`src/rtl/add_4_reg_pkg.sv`:
```
// rtl/add_4_reg_pkg.sv - shared widths, reset value and result type for the registered adder
package add_4_pkg;
  localparam int ADD_W_DEFAULT = 4;
  localparam logic RST_VAL = 1'b0;

  typedef logic [ADD_W_DEFAULT:0] sum_t;
endpackage

```
`src/rtl/add_4_reg_if.sv`:
```
// rtl/add_4_reg_if.sv - operand/result bundle of the registered adder; ovf exists only with ADD_4_REG_OVF_EN
interface add_4_reg_if
  import add_4_pkg::*;
#(
  parameter int WIDTH = ADD_W_DEFAULT
);
  logic [WIDTH-1:0] add_0;
  logic [WIDTH-1:0] add_1;
  logic             c_in;
  logic [WIDTH-1:0] out;
  logic             c_out;
`ifdef ADD_4_REG_OVF_EN
  logic             ovf;

  modport master (output add_0, add_1, c_in, input out, c_out, ovf);
  modport slave  (input add_0, add_1, c_in, output out, c_out, ovf);
`else
  modport master (output add_0, add_1, c_in, input out, c_out);
  modport slave  (input add_0, add_1, c_in, output out, c_out);
`endif
endinterface

```
`src/rtl/add_4_reg_full_adder_1b.sv`:
```
// rtl/add_4_reg_full_adder_1b.sv - one combinational full-adder cell of the ripple chain
module full_adder_1b (
  input  logic a,
  input  logic b,
  input  logic ci,
  output logic s,
  output logic co
);
  assign s  = a ^ b ^ ci;
  assign co = (a & b) | (a & ci) | (b & ci);
endmodule

```
`src/rtl/add_4_reg.sv`:
```
// rtl/add_4_reg.sv - ripple-carry adder with registered sum/carry; ADD_4_REG_OVF_EN adds a registered ovf
module add_4_reg
  import add_4_pkg::*;
#(
  parameter int WIDTH = ADD_W_DEFAULT
) (
  input  logic      clk,
  input  logic      rst,
  add_4_reg_if.slave bus
);
  logic [WIDTH:0]   w_carry;
  logic [WIDTH-1:0] w_sum;
  logic [WIDTH-1:0] r_out;
  logic             r_c_out;

  assign w_carry[0] = bus.c_in;

  for (genvar i = 0; i < WIDTH; i++) begin : g_chain
    full_adder_1b u_fa (
      .a  (bus.add_0[i]),
      .b  (bus.add_1[i]),
      .ci (w_carry[i]),
      .s  (w_sum[i]),
      .co (w_carry[i+1])
    );
  end

  always_ff @(posedge clk or posedge rst) begin
    if (rst) begin
      r_out   <= {WIDTH{RST_VAL}};
      r_c_out <= RST_VAL;
    end else begin
      r_out   <= w_sum;
      r_c_out <= w_carry[WIDTH];
    end
  end

  assign bus.out   = r_out;
  assign bus.c_out = r_c_out;

`ifdef ADD_4_REG_OVF_EN
  logic r_ovf;

  // Two's-complement overflow: carry into the MSB disagrees with carry out of it.
  always_ff @(posedge clk or posedge rst) begin
    if (rst) begin
      r_ovf <= RST_VAL;
    end else begin
      r_ovf <= w_carry[WIDTH] ^ w_carry[WIDTH-1];
    end
  end

  assign bus.ovf = r_ovf;
`endif
endmodule

```
`src/flat_wrapper.sv`:
```
// flat-port wrapper written by rule: the top's interface ports become plain ports
module add_4_reg_flat import add_4_pkg::*;
#(
  parameter int WIDTH = ADD_W_DEFAULT
)
  (clk, rst, bus_add_0, bus_add_1, bus_c_in, bus_out, bus_c_out);
  add_4_reg_if #(.WIDTH(WIDTH)) bus_i ();
  input  logic clk;
  input  logic rst;
  input wire logic [$bits(bus_i.add_0)-1:0] bus_add_0;
  input wire logic [$bits(bus_i.add_1)-1:0] bus_add_1;
  input wire logic [$bits(bus_i.c_in)-1:0] bus_c_in;
  output wire logic [$bits(bus_i.out)-1:0] bus_out;
  output wire logic [$bits(bus_i.c_out)-1:0] bus_c_out;
  assign bus_i.add_0 = bus_add_0;
  assign bus_i.add_1 = bus_add_1;
  assign bus_i.c_in = bus_c_in;
  assign bus_out = bus_i.out;
  assign bus_c_out = bus_i.c_out;
  add_4_reg #(.WIDTH(WIDTH)) u_core (.clk(clk), .rst(rst), .bus(bus_i));
endmodule
```
`config.mk`:
```
export PLATFORM = sky130hd
export DESIGN_NAME = add_4_reg_flat
export DESIGN_NICKNAME = d
export VERILOG_FILES = /design/src/rtl/add_4_reg_pkg.sv /design/src/rtl/add_4_reg_if.sv /design/src/rtl/add_4_reg_full_adder_1b.sv /design/src/rtl/add_4_reg.sv /design/src/flat_wrapper.sv
export SDC_FILE = /design/constraint.sdc
export NUM_CORES = 1
export LEC_CHECK = 0
export ABC_AREA = 1
export BUFFER_PORTS_ARGS = -buffer_cell sky130_fd_sc_hd__buf_2
export CORE_AREA = 2 2 39 41
export CTS_BUF_LIST = sky130_fd_sc_hd__clkbuf_4
export DETAILED_ROUTE_END_ITERATION = 8
export DIE_AREA = 0 0 41 43
export GPL_TIMING_DRIVEN = 1
export PLACE_DENSITY = 0.43
export SKIP_CTS_REPAIR_TIMING = 1
export SYNTH_ARGS = -nofsm -noshare
export SYNTH_HDL_FRONTEND = slang
export SYNTH_SLANG_ARGS = --single-unit
```
`constraint.sdc`:
```
create_clock -name clk -period 0.8 [get_ports clk]
set_input_delay 0.12 -clock clk [delete_from_list [all_inputs] [get_ports clk]]
set_output_delay 0.12 -clock clk [all_outputs]
set_load 0.02 [all_outputs]
```
## Word level (Yosys, flattened, before mapping)

Cells that the tools add are included.
Widths: inputs -> output; s select.

- Bitwise gates (word level): 28

Operators by type and width:

| cell | number |
|---|---|
| $and 1x1->1 | 12 |
| $or 1x1->1 | 8 |
| $xor 1x1->1 | 8 |

- Bits in registers: 5
- Output and inout bits: 5
- Bits of input ports: 11
- Logic and storage cells: 30

## Longest topological paths before layout

Gate-level depths: netlist of run 1.

- Depth after elaboration: 12
- Depth in mapped cells: 8

## Modules after synthesis

From an unflattened synthesis of run 1, not the netlist that was laid out.

- Cells, all modules: 10
- Area, all modules: 209.0 um^2

Modules (own cells, without submodules):

| module | area an instance (um^2) | instances | cells each | sequential area each (um^2) |
|---|---|---|---|---|
| add_4_reg | 128.9 | 1 | 6 | 125.1 |
| full_adder_1b | 20.0 | 4 | 1 | 0.0 |

## Worst setup path after synthesis of run 1

Ideal clock, no wire load.

- Path kind: input port to flip-flop
- From: input port bus_c_in
- To: register u_core.r_out[3], in the netlist u_core.bus.out[3]
- Cell stages on the path: 8
- Path slack: -0.877 ns
- Path buffers: 0
- Arrival time: 1.613 ns
- Cells stage by stage: inv_1 fa_1 inv_1 fa_1 fa_1 inv_1 fa_1 inv_1

- Cells in the longest elaborated chain, start to end: 10

Ends and longest elaborated chain:

| element | line | text |
|---|---|---|
| start: declaration | flat_wrapper.sv:12 | `input wire logic [$bits(bus_i.c_in)-1:0] bus_c_in;` |
| $and 1x1->1 | add_4_reg_full_adder_1b.sv:10 | `assign co = (a & b) \| (a & ci) \| (b & ci);` |
| $or 1x1->1 | add_4_reg_full_adder_1b.sv:10 |  |
| $or 1x1->1 (*) | add_4_reg_full_adder_1b.sv:10 |  |
| $and 1x1->1 | add_4_reg_full_adder_1b.sv:10 |  |
| $or 1x1->1 | add_4_reg_full_adder_1b.sv:10 |  |
| $or 1x1->1 (*) | add_4_reg_full_adder_1b.sv:10 |  |
| $and 1x1->1 | add_4_reg_full_adder_1b.sv:10 |  |
| $or 1x1->1 | add_4_reg_full_adder_1b.sv:10 |  |
| $or 1x1->1 (*) | add_4_reg_full_adder_1b.sv:10 |  |
| $xor 1x1->1 (*) | add_4_reg_full_adder_1b.sv:9 | `assign s = a ^ b ^ ci;` |
| via u_core.g_chain[3].u_fa.s | add_4_reg_full_adder_1b.sv:6 | `output logic s,` |
| end signal: assignment | add_4_reg.sv:30 | `r_out <= {WIDTH{RST_VAL}};` |
| end signal: assignment | add_4_reg.sv:33 | `r_out <= w_sum;` |
| end: declaration | add_4_reg.sv:13 | `logic [WIDTH-1:0] r_out;` |

Mark *: on every way through the listed nets, which the timed path passes. The rest lies on a longest branch.

## Final worst setup path of run 1

Same ends and word-level chain as after synthesis.

==> run_summary.xml, run 1 <==
<?xml version="1.0" encoding="UTF-8"?>
<metrics>
  <group name="synthesis">
    <metric name="synth_area" unit="sq um">246</metric>
    <metric name="yosysUniqueCellTypes" unit="">3</metric>
    <metric name="synth_seq_area_share" unit="%">50.8</metric>
    <metric name="yosys_warnings" unit="">0</metric>
    <metric name="synth.avg_cell_area" unit="sq um">12.3</metric>
    <metric name="mappedNetlistNets" unit="">35</metric>
    <metric name="synthCells" unit="">20</metric>
    <metric name="synth.top_cells.by_area" unit="">sky130_fd_sc_hd__dfrtp_1 51%, sky130_fd_sc_hd__fa_1 32%, sky130_fd_sc_hd__inv_1 17%</metric>
    <metric name="yosysTopAreaCellShare" unit="%">50.8</metric>
    <metric name="synth-seq-cells" unit="">5</metric>
    <metric name="synthDominantAreaCellType" unit="">sky130_fd_sc_hd__dfrtp_1</metric>
  </group>
  <group name="routing">
    <metric name="detail-route-antenna-nets" unit="">0</metric>
    <metric name="route.final.wire_length" unit="microns">373</metric>
    <metric name="met2WireLength" unit="microns">196</metric>
    <metric name="avgRoutedWirePerCell" unit="microns">6.66</metric>
    <metric name="detail_route.drc_violations" unit="">0</metric>
    <metric name="dr_total_vias" unit="">185</metric>
    <metric name="first_pass_iteration_count_of_the_detailed_router" unit="">1</metric>
    <metric name="drt-initial-drc-count" unit="">0</metric>
    <metric name="maxUsedRoutingLayer" unit="">met4</metric>
    <metric name="post_drt_via_cell_ratio" unit="">3.30</metric>
    <metric name="routedLengthMet1" unit="microns">117</metric>
    <metric name="met3RoutedLength" unit="microns">41</metric>
  </group>
  <group name="critical_path">
    <metric name="critical_path_buf_inv_count" unit="">5</metric>
    <metric name="arrival" unit="ns">1.69</metric>
    <metric name="crit_fanout" unit="">1</metric>
    <metric name="worstSetupPathType" unit="">primary input to flip-flop</metric>
    <metric name="path_delay_family" unit="">adder cells</metric>
    <metric name="worst_path_most_repeated_cell" unit="">sky130_fd_sc_hd__fa_2</metric>
    <metric name="cpMaxStageDelayCell" unit="">sky130_fd_sc_hd__fa_2</metric>
    <metric name="crit_path_cell_trace" unit="">buf_8, inv_12, fa_2, inv_2, fa_2, fa_2, inv_2, fa_2, inv_1</metric>
    <metric name="element_type_at_the_critical_path_end" unit="">flip-flop</metric>
    <metric name="critical_path_required" unit="ns">0.98</metric>
    <metric name="cp_slowest_stage_delay" unit="ns">0.41</metric>
    <metric name="timing.critical_path.from_type" unit="">primary input</metric>
  </group>
  <group name="timing">
    <metric name="period_needed" unit="ns">1.51</metric>
    <metric name="setup_viol_count_final" unit="">9</metric>
    <metric name="setup_repair_after_global_routing_missed_its_margin" unit="">true</metric>
    <metric name="final_min_period_over_clock_period" unit="%">189</metric>
    <metric name="final_slew_viol_count" unit="">0</metric>
    <metric name="final_critical_path_setup_slack" unit="ns">-0.709</metric>
    <metric name="final_hold_viol_count" unit="">0</metric>
    <metric name="timing.slew.headroom" unit="%">88.7</metric>
    <metric name="timing_worst_slew_pin_value" unit="ns">0.169</metric>
    <metric name="fin_setup_tns" unit="ns">-1.98</metric>
    <metric name="clock.fmax" unit="MHz">663</metric>
  </group>
  <group name="layout">
    <metric name="post_route_cells_drive_above_1_share" unit="%">72.5</metric>
    <metric name="antennaDiodeCount" unit="">0</metric>
    <metric name="layout.cells.most_common" unit="">sky130_fd_sc_hd__buf_2</metric>
    <metric name="top_library_cells_by_usage_in_the_layout_fill_and_taps_aside" unit="">8 x sky130_fd_sc_hd__buf_2, 6 x sky130_fd_sc_hd__buf_6, 5 x sky130_fd_sc_hd__inv_1, 5 x sky130_fd_sc_hd__dfrtp_1</metric>
    <metric name="flow.area_growth_from_synthesis" unit="%">85.3</metric>
    <metric name="layout_nets" unit="">56</metric>
  </group>
  <group name="die">
    <metric name="fp.dieArea" unit="sq um">1760</metric>
    <metric name="die_span_in_x" unit="microns">41</metric>
    <metric name="starting_density" unit="%">17.8</metric>
    <metric name="die_h" unit="microns">43</metric>
    <metric name="rows" unit="">14</metric>
    <metric name="area_of_the_core" unit="sq um">1380</metric>
    <metric name="top_ports" unit="">16</metric>
  </group>
  <group name="global_routing">
    <metric name="global_route.overflow_total" unit="">0</metric>
    <metric name="via_count_of_the_first_global_routing_pass" unit="">169</metric>
    <metric name="grt_start_max_net_pins" unit="">6</metric>
    <metric name="grt_first_pass_wirelength" unit="microns">545</metric>
    <metric name="antenna_found_initial" unit="">0</metric>
    <metric name="grtUsageTotal" unit="%">5.26</metric>
  </group>
  <group name="clock_network">
    <metric name="max-clock-path-buffers" unit="">2</metric>
    <metric name="path_clk_slew" unit="ns">0.04</metric>
    <metric name="htree_num_levels" unit="">1</metric>
    <metric name="clock-sinks" unit="">5</metric>
    <metric name="cts_tree" unit="">yes</metric>
    <metric name="clock_tree.root_cell" unit="">sky130_fd_sc_hd__clkbuf_4</metric>
    <metric name="cts_buffers" unit="">3</metric>
  </group>
  <group name="placed_design">
    <metric name="place_hpwl" unit="microns">332</metric>
    <metric name="port-buffer-count" unit="">15</metric>
    <metric name="placement.setup.worst_slack" unit="ns">-1.01</metric>
    <metric name="routabilityCongestion" unit="">0.630</metric>
  </group>
  <group name="pwr">
    <metric name="final_total_pwr" unit="uW">890</metric>
    <metric name="power-per-cell-area" unit="nW/um^2">1950</metric>
    <metric name="vdd_ir_drop_max" unit="V">0.000475</metric>
    <metric name="static-leakage-power" unit="nW">0.237</metric>
  </group>
  <group name="status">
    <metric name="failed_checks" unit="">negative setup slack</metric>
    <metric name="outcome" unit="">finished, violations left</metric>
  </group>
  <group name="flow_run">
    <metric name="maxCapViolations" unit="">0</metric>
  </group>
  <group name="worst_hold_path">
    <metric name="holdPathStages" unit="">2</metric>
    <metric name="worstHoldPathType" unit="">primary input to flip-flop</metric>
    <metric name="timing.hold.worst.start" unit="">bus_add_0[1]</metric>
    <metric name="hold_end" unit="">u_core.bus.out[1]</metric>
  </group>
</metrics>
==> per-stage QoR <==
stage	hold slack [ns]	std cells	util, %	cell area [sq um]
after floorplan	-0.101	20	-	274
after global placement	0.0116	51	26.7	369
after detailed placement	0.0134	51	26.7	369
after CTS	-0.245	55	28.8	399
after global routing	0.194	56	33.0	457
final	0.194	56	33.0	457
==> flip-flops by register name (all words and copies together) (netlist names) <==
register / count
u_core.bus.out: 4
u_core.bus.c_out: 1
==> routing by layer <==
| metal | global-route usage (%) | up-vias |
|---|---|---|
| li1 | - | 88 |
| met2 | 7.50 | 12 |
| met1 | 4.29 | 83 |
| met5 | 0 | - |
| met3 | 1.57 | 2 |
| met4 | 8.00 | 0 |
==> area by class of cell <==
class,instances,area (sq um)
Multi-Input combinational cell,4,90.1
Fill cell,152,927
Timing Repair Buffer,16,133
Inverter,11,58.8
Clock buffer,4,30.0
Sequential cell,5,125
Tap cell,16,20.0
==> synthesized netlist by cell type <==
master and instances:
sky130_fd_sc_hd__inv_1 11, sky130_fd_sc_hd__dfrtp_1 5, sky130_fd_sc_hd__fa_1 4
==> kinds of logic after synthesis <==
logic type,count (synthesis),share of synthesized area [%]
adder cells (fa/ha/maj),4,32.5
buffers and inverters,11,16.8
flip-flops,5,50.8
==> worst max-delay path by stage <==
stage,cells past startpoint,to,start,slack (ns)
after floorplan,8,u_core.bus.out[3],bus_c_in,-0.80
after global placement,9,u_core.bus.out[3],bus_c_in,-1.01
after detailed placement,9,u_core.bus.out[3],bus_c_in,-1.01
after CTS,9,u_core.bus.out[3],bus_c_in,-0.76
after global routing,9,u_core.bus.out[3],bus_c_in,-0.76
final,9,u_core.bus.out[3],bus_c_in,-0.71
==> power breakdown <==
| group | switching (mW) | total [mW] | internal [mW] |
|---|---|---|---|
| registers | 0.0176 | 0.313 | 0.296 |
| logic | 0.122 | 0.260 | 0.137 |
| clock network | 0.0950 | 0.317 | 0.222 |
Power figures use the tool's default switching activity.
==> run 2: changes to the inputs <==
SKIP_CTS_REPAIR_TIMING = unset   (was 1)
==> run_summary.xml, run 2 (synthesis gave the netlist of run 1 again) <==
<?xml version="1.0" encoding="UTF-8"?>
<metrics>
  <group name="status">
    <metric name="outcome" unit="">finished, violations left</metric>
    <metric name="failed_checks" unit="">negative setup slack</metric>
  </group>
  <group name="routing">
    <metric name="detail-route-antenna-nets" unit="">0</metric>
    <metric name="post_drt_via_cell_ratio" unit="">3.30</metric>
    <metric name="route.final.wire_length" unit="microns">374</metric>
    <metric name="drt-initial-drc-count" unit="">0</metric>
    <metric name="dr_total_vias" unit="">185</metric>
    <metric name="first_pass_iteration_count_of_the_detailed_router" unit="">1</metric>
    <metric name="detail_route.drc_violations" unit="">0</metric>
    <metric name="avgRoutedWirePerCell" unit="microns">6.68</metric>
  </group>
  <group name="pwr">
    <metric name="final_total_pwr" unit="uW">891</metric>
    <metric name="power-per-cell-area" unit="nW/um^2">1950</metric>
    <metric name="vdd_ir_drop_max" unit="V">0.000475</metric>
    <metric name="static-leakage-power" unit="nW">0.237</metric>
  </group>
  <group name="global_routing">
    <metric name="grtUsageTotal" unit="%">5.47</metric>
    <metric name="via_count_of_the_first_global_routing_pass" unit="">176</metric>
    <metric name="antenna_found_initial" unit="">0</metric>
    <metric name="grt_start_max_net_pins" unit="">6</metric>
    <metric name="grt_first_pass_wirelength" unit="microns">572</metric>
    <metric name="global_route.overflow_total" unit="">0</metric>
  </group>
  <group name="placed_design">
    <metric name="port-buffer-count" unit="">15</metric>
    <metric name="placed_cell_area" unit="sq um">369</metric>
    <metric name="routabilityCongestion" unit="">0.630</metric>
    <metric name="place_hpwl" unit="microns">332</metric>
  </group>
  <group name="layout">
    <metric name="layout_nets" unit="">56</metric>
    <metric name="finalInstanceArea" unit="sq um">457</metric>
    <metric name="post_route_cells_drive_above_1_share" unit="%">72.5</metric>
    <metric name="final_core_utilization" unit="%">33.0</metric>
    <metric name="top_library_cells_by_usage_in_the_layout_fill_and_taps_aside" unit="">8 x sky130_fd_sc_hd__buf_2, 6 x sky130_fd_sc_hd__buf_6, 5 x sky130_fd_sc_hd__inv_1, 5 x sky130_fd_sc_hd__dfrtp_1</metric>
    <metric name="largest_reg_flops" unit="">4</metric>
    <metric name="antennaDiodeCount" unit="">0</metric>
    <metric name="layout.cells.most_common" unit="">sky130_fd_sc_hd__buf_2</metric>
    <metric name="flow.area_growth_from_synthesis" unit="%">85.3</metric>
  </group>
  <group name="worst_hold_path">
    <metric name="timing.hold.worst.start" unit="">bus_add_0[1]</metric>
    <metric name="hold_end" unit="">u_core.bus.out[1]</metric>
    <metric name="holdPathStages" unit="">2</metric>
    <metric name="worstHoldPathType" unit="">primary input to flip-flop</metric>
  </group>
  <group name="timing">
    <metric name="setup_viol_count_final" unit="">9</metric>
    <metric name="period_needed" unit="ns">1.51</metric>
    <metric name="setup_repair_after_global_routing_missed_its_margin" unit="">true</metric>
    <metric name="final_hold_viol_count" unit="">0</metric>
    <metric name="clock.fmax" unit="MHz">663</metric>
    <metric name="final_critical_path_setup_slack" unit="ns">-0.709</metric>
    <metric name="timing.slew.headroom" unit="%">88.7</metric>
    <metric name="hold_slack" unit="ns">0.194</metric>
    <metric name="final_min_period_over_clock_period" unit="%">189</metric>
    <metric name="timing_worst_slew_pin_value" unit="ns">0.169</metric>
    <metric name="final_slew_viol_count" unit="">0</metric>
  </group>
  <group name="critical_path">
    <metric name="element_type_at_the_critical_path_end" unit="">flip-flop</metric>
    <metric name="critical_path_required" unit="ns">0.98</metric>
    <metric name="arrival" unit="ns">1.69</metric>
    <metric name="timing.critical_path.from_type" unit="">primary input</metric>
    <metric name="crit_fanout" unit="">1</metric>
    <metric name="worstSetupPathType" unit="">primary input to flip-flop</metric>
  </group>
  <group name="die">
    <metric name="top_ports" unit="">16</metric>
    <metric name="die_h" unit="microns">43</metric>
    <metric name="rows" unit="">14</metric>
    <metric name="starting_density" unit="%">17.8</metric>
    <metric name="die_span_in_x" unit="microns">41</metric>
    <metric name="fp.dieArea" unit="sq um">1760</metric>
    <metric name="area_of_the_core" unit="sq um">1380</metric>
  </group>
  <group name="clock_network">
    <metric name="max-clock-path-buffers" unit="">2</metric>
    <metric name="htree_num_levels" unit="">1</metric>
    <metric name="clock-sinks" unit="">5</metric>
    <metric name="cts_buffers" unit="">3</metric>
    <metric name="clock_tree.root_cell" unit="">sky130_fd_sc_hd__clkbuf_4</metric>
    <metric name="post-cts-setup-buffer-count" unit="">0</metric>
    <metric name="cts_tree" unit="">yes</metric>
    <metric name="path_clk_slew" unit="ns">0.04</metric>
  </group>
  <group name="flow_run">
    <metric name="maxCapViolations" unit="">0</metric>
  </group>
</metrics>
-- run 2: changes by cell type in the layout (fill, tap and decap cells not counted), sizes merged --
| cell | change |
|---|---|
| inv | +1 |
| clkinv | -1 |
-- run 2: metal layers --
layer / up-vias / global-route usage (%) / part of all wire (%)
met2: 12 / 7.81 / 53
li1: 88 / - / -
met1: 83 / 4.62 / 31
met4: 0 / 8.00 / 4.5
met3: 2 / 1.57 / 11
met5: - / 0 / 0
-- run 2: worst max-delay path by stage --
stage,startpoint,endpoint,cells after the start
finish,bus_c_in,u_core.bus.out[3],9
global route,bus_c_in,u_core.bus.out[3],9
floorplan,bus_c_in,u_core.bus.out[3],8
global placement,bus_c_in,u_core.bus.out[3],9
CTS,bus_c_in,u_core.bus.out[3],9
detailed placement,bus_c_in,u_core.bus.out[3],9
-- run 2: area by class of cell --
type,instances,area [sq um]
multi-input cells,4,90.1
well taps,16,20.0
flip-flops and latches,5,125
inverters,11,58.8
clock buffers,4,30.0
fillers,152,927
repair buffers,16,133
-- run 2: per-stage QoR --
step | setup slack, ns | std cells | setup TNS [ns]
floorplan | -0.803 | 20 | -2.17
CTS | -0.710 | 56 | -2.03
finish | -0.709 | 56 | -1.98
global route | -0.757 | 56 | -2.24
detailed placement | -1.01 | 51 | -3.21
global placement | -1.01 | 51 | -3.19
-- run 2: timing repair --
action                     CTS  global route
setup endpoints to repair    9             9
hold buffers                 1             0
hold endpoints to repair     5             0
gates resized for setup     15             1
-- run 2: worst max-delay path: stages --
cell and delay [ns]:
sky130_fd_sc_hd__buf_8 0.11, sky130_fd_sc_hd__inv_12 0.04, sky130_fd_sc_hd__fa_2 0.18, sky130_fd_sc_hd__inv_2 0.03, sky130_fd_sc_hd__fa_2 0.33, sky130_fd_sc_hd__fa_2 0.34
sky130_fd_sc_hd__inv_2 0.06, sky130_fd_sc_hd__fa_2 0.41, sky130_fd_sc_hd__inv_1 0.06
-- run 2: power breakdown --
part | internal, mW | leakage, nW | switching, mW
clock network | 0.222 | 0.0184 | 0.0951
registers | 0.296 | 0.0583 | 0.0176
logic | 0.138 | 0.161 | 0.123
